**src/rtl/parking_gate_pkg.sv**
```systemverilog
// Shared types and default parameters for the parking gate controller.
package parking_gate_pkg;

  typedef enum logic [2:0] {
    IDLE      = 3'd0,
    WAIT_PIN  = 3'd1,
    OPEN      = 3'd2,
    BLOCKED   = 3'd3,
    PIN_ALARM = 3'd4
  } state_t;

  localparam logic [7:0] DEF_CORRECT_PIN  = 8'b0010_0110;
  localparam int         DEF_MAX_TRIES    = 3;
  localparam int         DEF_WAIT_TIMEOUT = 50;

  // States in which a presented PIN is treated as an attempt.
  function automatic logic is_attempt_state(input state_t s);
    return (s == WAIT_PIN) || (s == BLOCKED) || (s == PIN_ALARM);
  endfunction

endpackage

```
**src/rtl/parking_gate_controller_pin_checker.sv**
```systemverilog
// PIN attempt detection (edge on a new non-zero code), correct/wrong decision
// and the persistent wrong-attempt counter.
module pin_checker
  import parking_gate_pkg::*;
#(
  parameter logic [7:0] CORRECT_PIN = DEF_CORRECT_PIN,
  parameter int         MAX_TRIES   = DEF_MAX_TRIES,
  parameter int         CNT_W       = $clog2(MAX_TRIES + 1)
) (
  input  logic       clk,
  input  logic       reset_n,
  input  logic [7:0] pass_i,
  input  state_t     state_i,
  input  logic       enter_idle_i,
  input  logic       clr_try_i,
  output logic       correct_o,
  output logic       wrong_o,
  output logic       last_try_o
);

  localparam logic [CNT_W-1:0] MAX_CNT = CNT_W'(MAX_TRIES);

  logic [7:0]       last_pin_q, last_pin_d;
  logic [CNT_W-1:0] try_cnt_q, try_cnt_d;
  logic             attempt;

  // A held code is one attempt; it must drop to 0 before it counts again.
  assign attempt    = is_attempt_state(state_i) && (pass_i != 8'd0) && (pass_i != last_pin_q);
  assign correct_o  = attempt && (pass_i == CORRECT_PIN);
  assign wrong_o    = attempt && (pass_i != CORRECT_PIN);
  assign last_try_o = (try_cnt_q >= (MAX_CNT - CNT_W'(1)));

  always_comb begin
    last_pin_d = last_pin_q;
    if (enter_idle_i)       last_pin_d = 8'd0;
    else if (pass_i == 8'd0) last_pin_d = 8'd0;
    else if (attempt)        last_pin_d = pass_i;
  end

  // Only wrong codes in WAIT_PIN count; BLOCKED and PIN_ALARM ignore them.
  always_comb begin
    try_cnt_d = try_cnt_q;
    if (clr_try_i)
      try_cnt_d = '0;
    else if (wrong_o && (state_i == WAIT_PIN) && (try_cnt_q < MAX_CNT))
      try_cnt_d = try_cnt_q + CNT_W'(1);
  end

  always_ff @(posedge clk or negedge reset_n) begin
    if (!reset_n) begin
      last_pin_q <= 8'd0;
      try_cnt_q  <= '0;
    end else begin
      last_pin_q <= last_pin_d;
      try_cnt_q  <= try_cnt_d;
    end
  end

endmodule

```
**src/rtl/parking_gate_controller.sv**
```systemverilog
// Parking gate FSM with PIN entry, tailgating detection and wait timeout.
// State and all outputs are registered on the same edge.
module parking_gate_controller
  import parking_gate_pkg::*;
#(
  parameter logic [7:0] CORRECT_PIN  = DEF_CORRECT_PIN,
  parameter int         MAX_TRIES    = DEF_MAX_TRIES,
  parameter int         WAIT_TIMEOUT = DEF_WAIT_TIMEOUT
) (
  input  logic       clk,
  input  logic       reset_n,
  input  logic       sensorA,
  input  logic       sensorB,
  input  logic [7:0] pass,
  output logic       gateState,
  output logic       blockAlarm,
  output logic       wrongPinAlarm
);

  localparam int              TMO_W    = $clog2(WAIT_TIMEOUT + 1);
  localparam logic [TMO_W-1:0] TMO_LAST = TMO_W'(WAIT_TIMEOUT - 1);

  state_t           state_q, state_d;
  logic [TMO_W-1:0] tmo_q, tmo_d;
  logic             prev_correct_q, prev_correct_d;
  logic             gate_q, block_q, wrong_alarm_q;
  logic             correct, wrong, last_try, clr_try, enter_idle;

  pin_checker #(
    .CORRECT_PIN (CORRECT_PIN),
    .MAX_TRIES   (MAX_TRIES)
  ) u_pin_checker (
    .clk          (clk),
    .reset_n      (reset_n),
    .pass_i       (pass),
    .state_i      (state_q),
    .enter_idle_i (enter_idle),
    .clr_try_i    (clr_try),
    .correct_o    (correct),
    .wrong_o      (wrong),
    .last_try_o   (last_try)
  );

  assign enter_idle = (state_d == IDLE) && (state_q != IDLE);

  always_comb begin
    state_d        = state_q;
    tmo_d          = '0;
    prev_correct_d = prev_correct_q;
    clr_try        = 1'b0;
    case (state_q)
      IDLE: begin
        if (sensorA) begin
          state_d = WAIT_PIN;
          clr_try = prev_correct_q;
        end
      end
      WAIT_PIN: begin
        if (correct) begin
          state_d        = OPEN;
          clr_try        = 1'b1;
          prev_correct_d = 1'b1;
        end else if (wrong) begin
          if (last_try) state_d = PIN_ALARM;
        end else if (tmo_q == TMO_LAST) begin
          // A vehicle still at the entry keeps the session alive.
          if (!sensorA) begin
            state_d        = IDLE;
            prev_correct_d = 1'b0;
          end
        end else begin
          tmo_d = tmo_q + TMO_W'(1);
        end
      end
      OPEN: begin
        if (sensorA && sensorB) state_d = BLOCKED;
        else if (sensorB)       state_d = IDLE;
      end
      BLOCKED: begin
        if (correct) begin
          state_d        = IDLE;
          prev_correct_d = 1'b1;
        end
      end
      PIN_ALARM: begin
        if (correct) begin
          state_d        = IDLE;
          clr_try        = 1'b1;
          prev_correct_d = 1'b1;
        end
      end
      default: state_d = IDLE;
    endcase
  end

  always_ff @(posedge clk or negedge reset_n) begin
    if (!reset_n) begin
      state_q        <= IDLE;
      tmo_q          <= '0;
      prev_correct_q <= 1'b0;
      gate_q         <= 1'b0;
      block_q        <= 1'b0;
      wrong_alarm_q  <= 1'b0;
    end else begin
      state_q        <= state_d;
      tmo_q          <= tmo_d;
      prev_correct_q <= prev_correct_d;
      gate_q         <= (state_d == OPEN);
      block_q        <= (state_d == BLOCKED);
      wrong_alarm_q  <= (state_d == PIN_ALARM);
    end
  end

  assign gateState     = gate_q;
  assign blockAlarm    = block_q;
  assign wrongPinAlarm = wrong_alarm_q;

endmodule

```
**config.mk**
```make
export PLATFORM = sky130hd
export DESIGN_NAME = parking_gate_controller
export DESIGN_NICKNAME = d
export VERILOG_FILES = /design/src/rtl/parking_gate_pkg.sv /design/src/rtl/parking_gate_controller_pin_checker.sv /design/src/rtl/parking_gate_controller.sv
export SDC_FILE = /design/constraint.sdc
export NUM_CORES = 1
export LEC_CHECK = 0
export BUFFER_PORTS_ARGS = -buffer_cell sky130_fd_sc_hd__buf_2
export CELL_PAD_IN_SITES_DETAIL_PLACEMENT = 1
export CELL_PAD_IN_SITES_GLOBAL_PLACEMENT = 1
export CORE_MARGIN = 8
export CORE_UTILIZATION = 30
export CTS_CLUSTER_DIAMETER = 50
export DETAILED_ROUTE_END_ITERATION = 12
export PLACE_DENSITY_LB_ADDON = 0.12
export SYNTH_ARGS = -nofsm -noshare
export SYNTH_HDL_FRONTEND = slang
export SYNTH_SLANG_ARGS = --single-unit
export TNS_END_PERCENT = 100
```
**constraint.sdc**
```tcl
create_clock -name clk -period 5.4 [get_ports clk]
set_clock_uncertainty 0.15 [all_clocks]
set_input_delay 0.27 -clock clk [delete_from_list [all_inputs] [get_ports clk]]
set_output_delay 0.27 -clock clk [all_outputs]
set_load 0.01 [all_outputs]
```
# ---- After elaboration in Yosys (flattened, before gate mapping)
# Index checks and enable logic that the tools add are counted.
dict set report totals {
  ff_bits 23
  elab_cells 74
  input_bits 12
}
dict set report classes {
  eq_ne 14
  n_mux 27
  addsub 2
  reduce_logical 21
  n_lt_le_gt_ge 2
}
# op count
set op_table {}
lappend op_table {{2-to-1 mux 3 bit} 9}
lappend op_table {{2-to-1 mux 6 bit} 4}
lappend op_table {{2-to-1 mux 8 bit} 3}
lappend op_table {{== test 3 x 2 -> 1 bit (second input constant)} 4}
lappend op_table {{case mux 3 bit (4 select lines)} 1}
lappend op_table {{== test 8 x 6 -> 1 bit (second input constant)} 1}
lappend op_table {{logical AND 1 bit} 8}
lappend op_table {{logical NOT 8 bit} 1}
lappend op_table {{inequality test 8 x 6 -> 1 bit (second input constant)} 1}
lappend op_table {{inequality test 8 bit} 1}
lappend op_table {{nonzero test 8 bit} 1}
lappend op_table {{adder 6 x 1 -> 6 bit (second input constant)} 1}
lappend op_table {{== test 3 bit (second input constant)} 2}
lappend op_table {{== test 6 bit (second input constant)} 1}
lappend op_table {{logical NOT 3 bit} 2}
lappend op_table {{2-to-1 mux 1 bit} 6}
lappend op_table {{inequality test 3 bit (second input constant)} 2}
lappend op_table {{nonzero test 3 bit} 2}
lappend op_table {{2-to-1 mux 2 bit} 2}
lappend op_table {{case mux 1 bit (2 select lines)} 2}
lappend op_table {{AND reduction 4 bit} 1}
lappend op_table {{nonzero test 2 bit} 2}
lappend op_table {{OR reduction 2 bit} 2}
lappend op_table {{== test 3 x 1 -> 1 bit (second input constant)} 1}
lappend op_table {{5 further kinds} 6}

# ---- Depth between registers and ports, before layout
dict set report logic_depth {
  depth_word 12
  ltp_mapped 8
}

# ---- Modules after synthesis
# A second synthesis with hierarchy kept.
dict set report hier_totals {
  cells_unflattened 140
  hier_area_um2 1357.6
}
# module area_each_um2 cells_per_inst instances
set by_module_without_submodules {}
lappend by_module_without_submodules {parking_gate_controller 679.4 70 1}
lappend by_module_without_submodules {pin_checker 678.2 70 1}

# ---- Least setup slack after synthesis
# Ideal clock, no wire load.
dict set report synth_path {
  path_type {reg-to-reg}
  startpoint {register state_q[0]}
  endpoint {register gate_q (netlist: gateState)}
  path_stages_with_launch 7
  setup_ps 119
  synth_period_minus_slack_ps 2183
  setup_slack_ps 3217
  arrival_time_ps 1914
  path_cell_list {dfrtp_1 nand2b_1 o21ai_0 o21ai_2 o41ai_1 a22oi_4 and2_1}
}
dict set report synth_between {
  elab_chain_cells 10
  word_cells_on_any_way 23
  cone_classes {eq/ne: 5; mux: 10; reduce/logical: 8}
}
# item line_no
set synth_rtl {}
lappend synth_rtl {{start, declared} parking_gate_controller.sv:23} ;# state_t state_q, state_d;
lappend synth_rtl {{start signal, assigned} parking_gate_controller.sv:105} ;# state_q <= state_d;
lappend synth_rtl {{== test 3 x 1 -> 1 bit / == test 3 x 2 -> 1 bit (equally long branches)} {parking_gate_pkg.sv:18, parking_gate_controller.sv:51}}
lappend synth_rtl {{logical OR 1 bit (2 in series)} parking_gate_pkg.sv:18} ;# return (s == WAIT_PIN) || (s == BLOCKED) || (s == PIN_ALARM);
lappend synth_rtl {{logical AND 1 bit (2 in series)} parking_gate_controller_pin_checker.sv:28} ;# assign attempt = is_attempt_state(state_i) && (pass_i != 8'd0) && (pass_i != last_pin_q);
lappend synth_rtl {{logical AND 1 bit} parking_gate_controller_pin_checker.sv:30} ;# assign wrong_o = attempt && (pass_i != CORRECT_PIN);
lappend synth_rtl {{2-to-1 mux 3 bit} parking_gate_controller.sv:63} ;# end else if (wrong) begin
lappend synth_rtl {{2-to-1 mux 3 bit} parking_gate_controller.sv:59} ;# if (correct) begin
lappend synth_rtl {{case mux 3 bit (4 select lines) (*)} parking_gate_controller.sv:51} ;# case (state_q)
lappend synth_rtl {{== test 3 x 2 -> 1 bit (*)} parking_gate_controller.sv:108} ;# gate_q <= (state_d == OPEN);
lappend synth_rtl {{end signal, assigned} parking_gate_controller.sv:108}
lappend synth_rtl {{end, declared} parking_gate_controller.sv:26} ;# logic gate_q, block_q, wrong_alarm_q;
# Every way passes the cells marked *; elsewhere a longest branch is shown, timed or not.
# A chain may end at the register's enable or synchronous reset.

# ---- Worst setup path in the final report
dict set report layout_path {
  startpoint {register state_q[2]}
  endpoint {register gate_q (netlist: gateState)}
}
# The elaborated chain is that of the path after synthesis.

==> flow_summary.ini <==
[floorplan]
core_mm2 = 0.00429
die_h_um = 82.4
initial_core_util_pct = 30.8
ioPinCount = 15
die_x_um = 82.4
core.rowCount = 24
dieArea_mm2 = 0.00679

[grt]
overflow = 0
antenna_found_initial = 0
first_global_vias = 1110
grt_max_degree = 24
grt_pass1_wl_mm = 5.38
grtUsageTotal_pct = 10.4

[timing]
hold_viol_final = 0
setup_viol = 0
max_freq_mhz = 364
slew_violations = 0
setup_tns_ns = 0
setup_ws_ns = 2.65
rsz0062_at_grt = false
relSlewSlack_pct = 40.5
period_share_pct = 50.9
period_minus_slack_ns = 2.75
tightest_slew_ns = 0.881

[routing]
vias = 1002
met3_length_um = 129
highest-signal-layer = met4
m1WireLength_mm = 1.43
drcViolationCount = 0
vias_per_cell = 5.16
wirelength_mm = 3.16
drt.antenna.violating_nets = 0
detailedRoute.firstPassIterationCount = 2
wl_per_cell_um = 16.3
wl_met2_mm = 1.57
drt_iter0_markers = 25

[clocking]
postCtsSetupRepairBufs = 0
cts.repair.resized = 0
htree_levels = 1
numCtsBuffers = 3
clock-root-buffer = clkbuf_8
ctsHoldBuffers = 1
clk_latency_ns = 0.27
clk_pin_slew_ns = 0.09
clock_sinks = 23
cts_tree = done
clk_path_buf_depth = 2

[worst_setup_path]
start_kind = register
cp_slowest_cell = o41ai_1
criticalPathCategory = reg -> reg
cp-end-kind = register
max_stage_delay_ns = 0.81
cp_max_fo = 9
required_ns = 5.41
cp.arrival_ns = 2.76
crit_chain = nand2b_1, o21ai_0, o21ai_2, o41ai_1, a22oi_4, and2_1

[synthesis]
synth-seq-area-share_pct = 43.5
synth_top_family_by_area = simple AND/OR/NAND/NOR gates
ys_dominant_reg_cell = dfrtp_1
async_flop_share_pct = 100
synth_edf_count = 0
syn-num-nets = 143
synth_compound_area_share_pct = 11.9
ys_warn_count = 0
muxShareOfSynthArea_pct = 6.05
synth.ff_latch_count = 23
synth_fa_ha_area_share_pct = 3.78
synthSimpleGateAreaFrac_pct = 23.7
syn_inst = 127
synthXorXnorAreaFrac_pct = 9.27
synthDistinctLibCells = 38
syn_area_per_cell_um2 = 10.4
synth_area_mm2 = 0.00132

[cells_and_area]
syn2layout_area_growth_pct = 13.2
layout_common_cells = 23 x dfrtp_1, 15 x nor2_1, 14 x buf_2, 11 x xnor2_1, 9 x a21oi_1
nets = 159
drive_above_1_share_pct = 20.4
final_common_cell = dfrtp_1
antenna_cells = 0

[status]
status = completed

[place]
hpwlAfterDp_mm = 2.34
numPortBuffers = 14
gp_congestion = 0.803
place_ws_ns = 2.72

[power_and_ir_drop]
power_frac_seq_pct = 37.4
pwr-share-comb_pct = 47.6
p_leak_nw = 0.657
ir_drop_uv = 148
p_per_area_mw_per_mm2 = 486
pwr-share-clk_pct = 15.0
switching_power_uw = 300
internal_power_uw = 428
switching_share_pct = 41.2

[worst_hold_path]
hp-class = in -> reg

[job]
drv_cap = 0
-- worst max-delay path: cells and delay by family (launching register included) --
| kind | cells | cell delay (ns) |
|---|---|---|
| AO/OA/AOI/OAI | 4 | 1.45 |
| AND/OR/NAND/NOR | 2 | 0.55 |
| flip-flops | 1 | 0.48 |
-- cells in the mapped netlist, drive strengths merged, types with 3 or more instances --
library cell | count | share of area [%]
a21oi | 9 | 3.4
and2 | 4 | 2.0
clkbuf | 3 | 0.85
dfrtp | 23 | 44
ha | 4 | 3.8
mux2i | 8 | 6.1
nand2 | 4 | 1.1
nand2b | 4 | 1.9
nand3 | 3 | 1.1
nor2 | 15 | 4.3
nor2b | 4 | 1.9
nor3 | 4 | 3.2
o21ai | 3 | 1.4
or4 | 4 | 2.9
xnor2 | 11 | 7.3
xor2 | 3 | 2.0
-- registers in the layout, summed over array words and instances (netlist names) --
signal,count
blockAlarm,1
gateState,1
prev_correct_q,1
state_q,3
tmo_q,6
u_pin_checker.last_pin_q,8
u_pin_checker.try_cnt_q,2
wrongPinAlarm,1
-- routing by layer --
metal	global-route usage (%)	vias to the layer above
met4	3.68	0
met5	0	-
met1	12.5	510
met2	17.4	10
met3	2.81	2
li1	-	480
-- power by group through the flow --
stage | registers, mW | logic [mW] | clock network [mW]
6_report | 0.273 | 0.346 | 0.109
5_1_grt | 0.280 | 0.391 | 0.125
4_1_cts | 0.273 | 0.352 | 0.116
3_5_place_dp | 0.277 | 0.349 | 0
3_3_place_gp | 0.274 | 0.343 | 0
2_1_floorplan | 0.266 | 0.274 | 0
-- logic make-up after synthesis --
| logic type | after synthesis |
|---|---|
| mux | 8 |
| compound gates | 21 |
| fa+ha+maj | 4 |
| flops | 23 |
| simple gates | 51 |
| buf+inv | 6 |
| xor+xnor | 14 |
-- stage by stage --
step                cells  power [mW]  area, µm²  utilization (%)  hold slack [ns]
detailed placement    189       0.626       1440             33.6            0.152
finish                194       0.728       1500             34.9            0.191
global placement      189       0.616       1440             33.6            0.141
floorplan             127       0.540       1320                -           -0.176
global route          194       0.796       1500             34.9            0.196
CTS                   194       0.741       1500             34.9            0.185
-- final timing paths --
kind / to / startpoint / slack [ns] / cells after the start
min: u_pin_checker.last_pin_q[3] / pass[3] / 0.19 / 3
max in group asynchronous: blockAlarm / reset_n / 4.37 / 2
max reg2reg: gateState / state_q[2] / 2.65 / 6
min in group asynchronous: u_pin_checker.last_pin_q[6] / reset_n / 0.37 / 2
max: gateState / state_q[2] / 2.65 / 6
min reg2reg: tmo_q[0] / tmo_q[0] / 0.36 / 1
-- layout make-up --
cell class                 instances  area [µm²]
timing repair buffer              15        80.1
multi-input combinational         98         723
fill                             510        2800
inverter                           2        7.51
sequential                        23         576
clock inverter                     1        5.00
clock buffer                       3        41.3
tap                               52        65.1
Power figures use the tool's default switching activity.
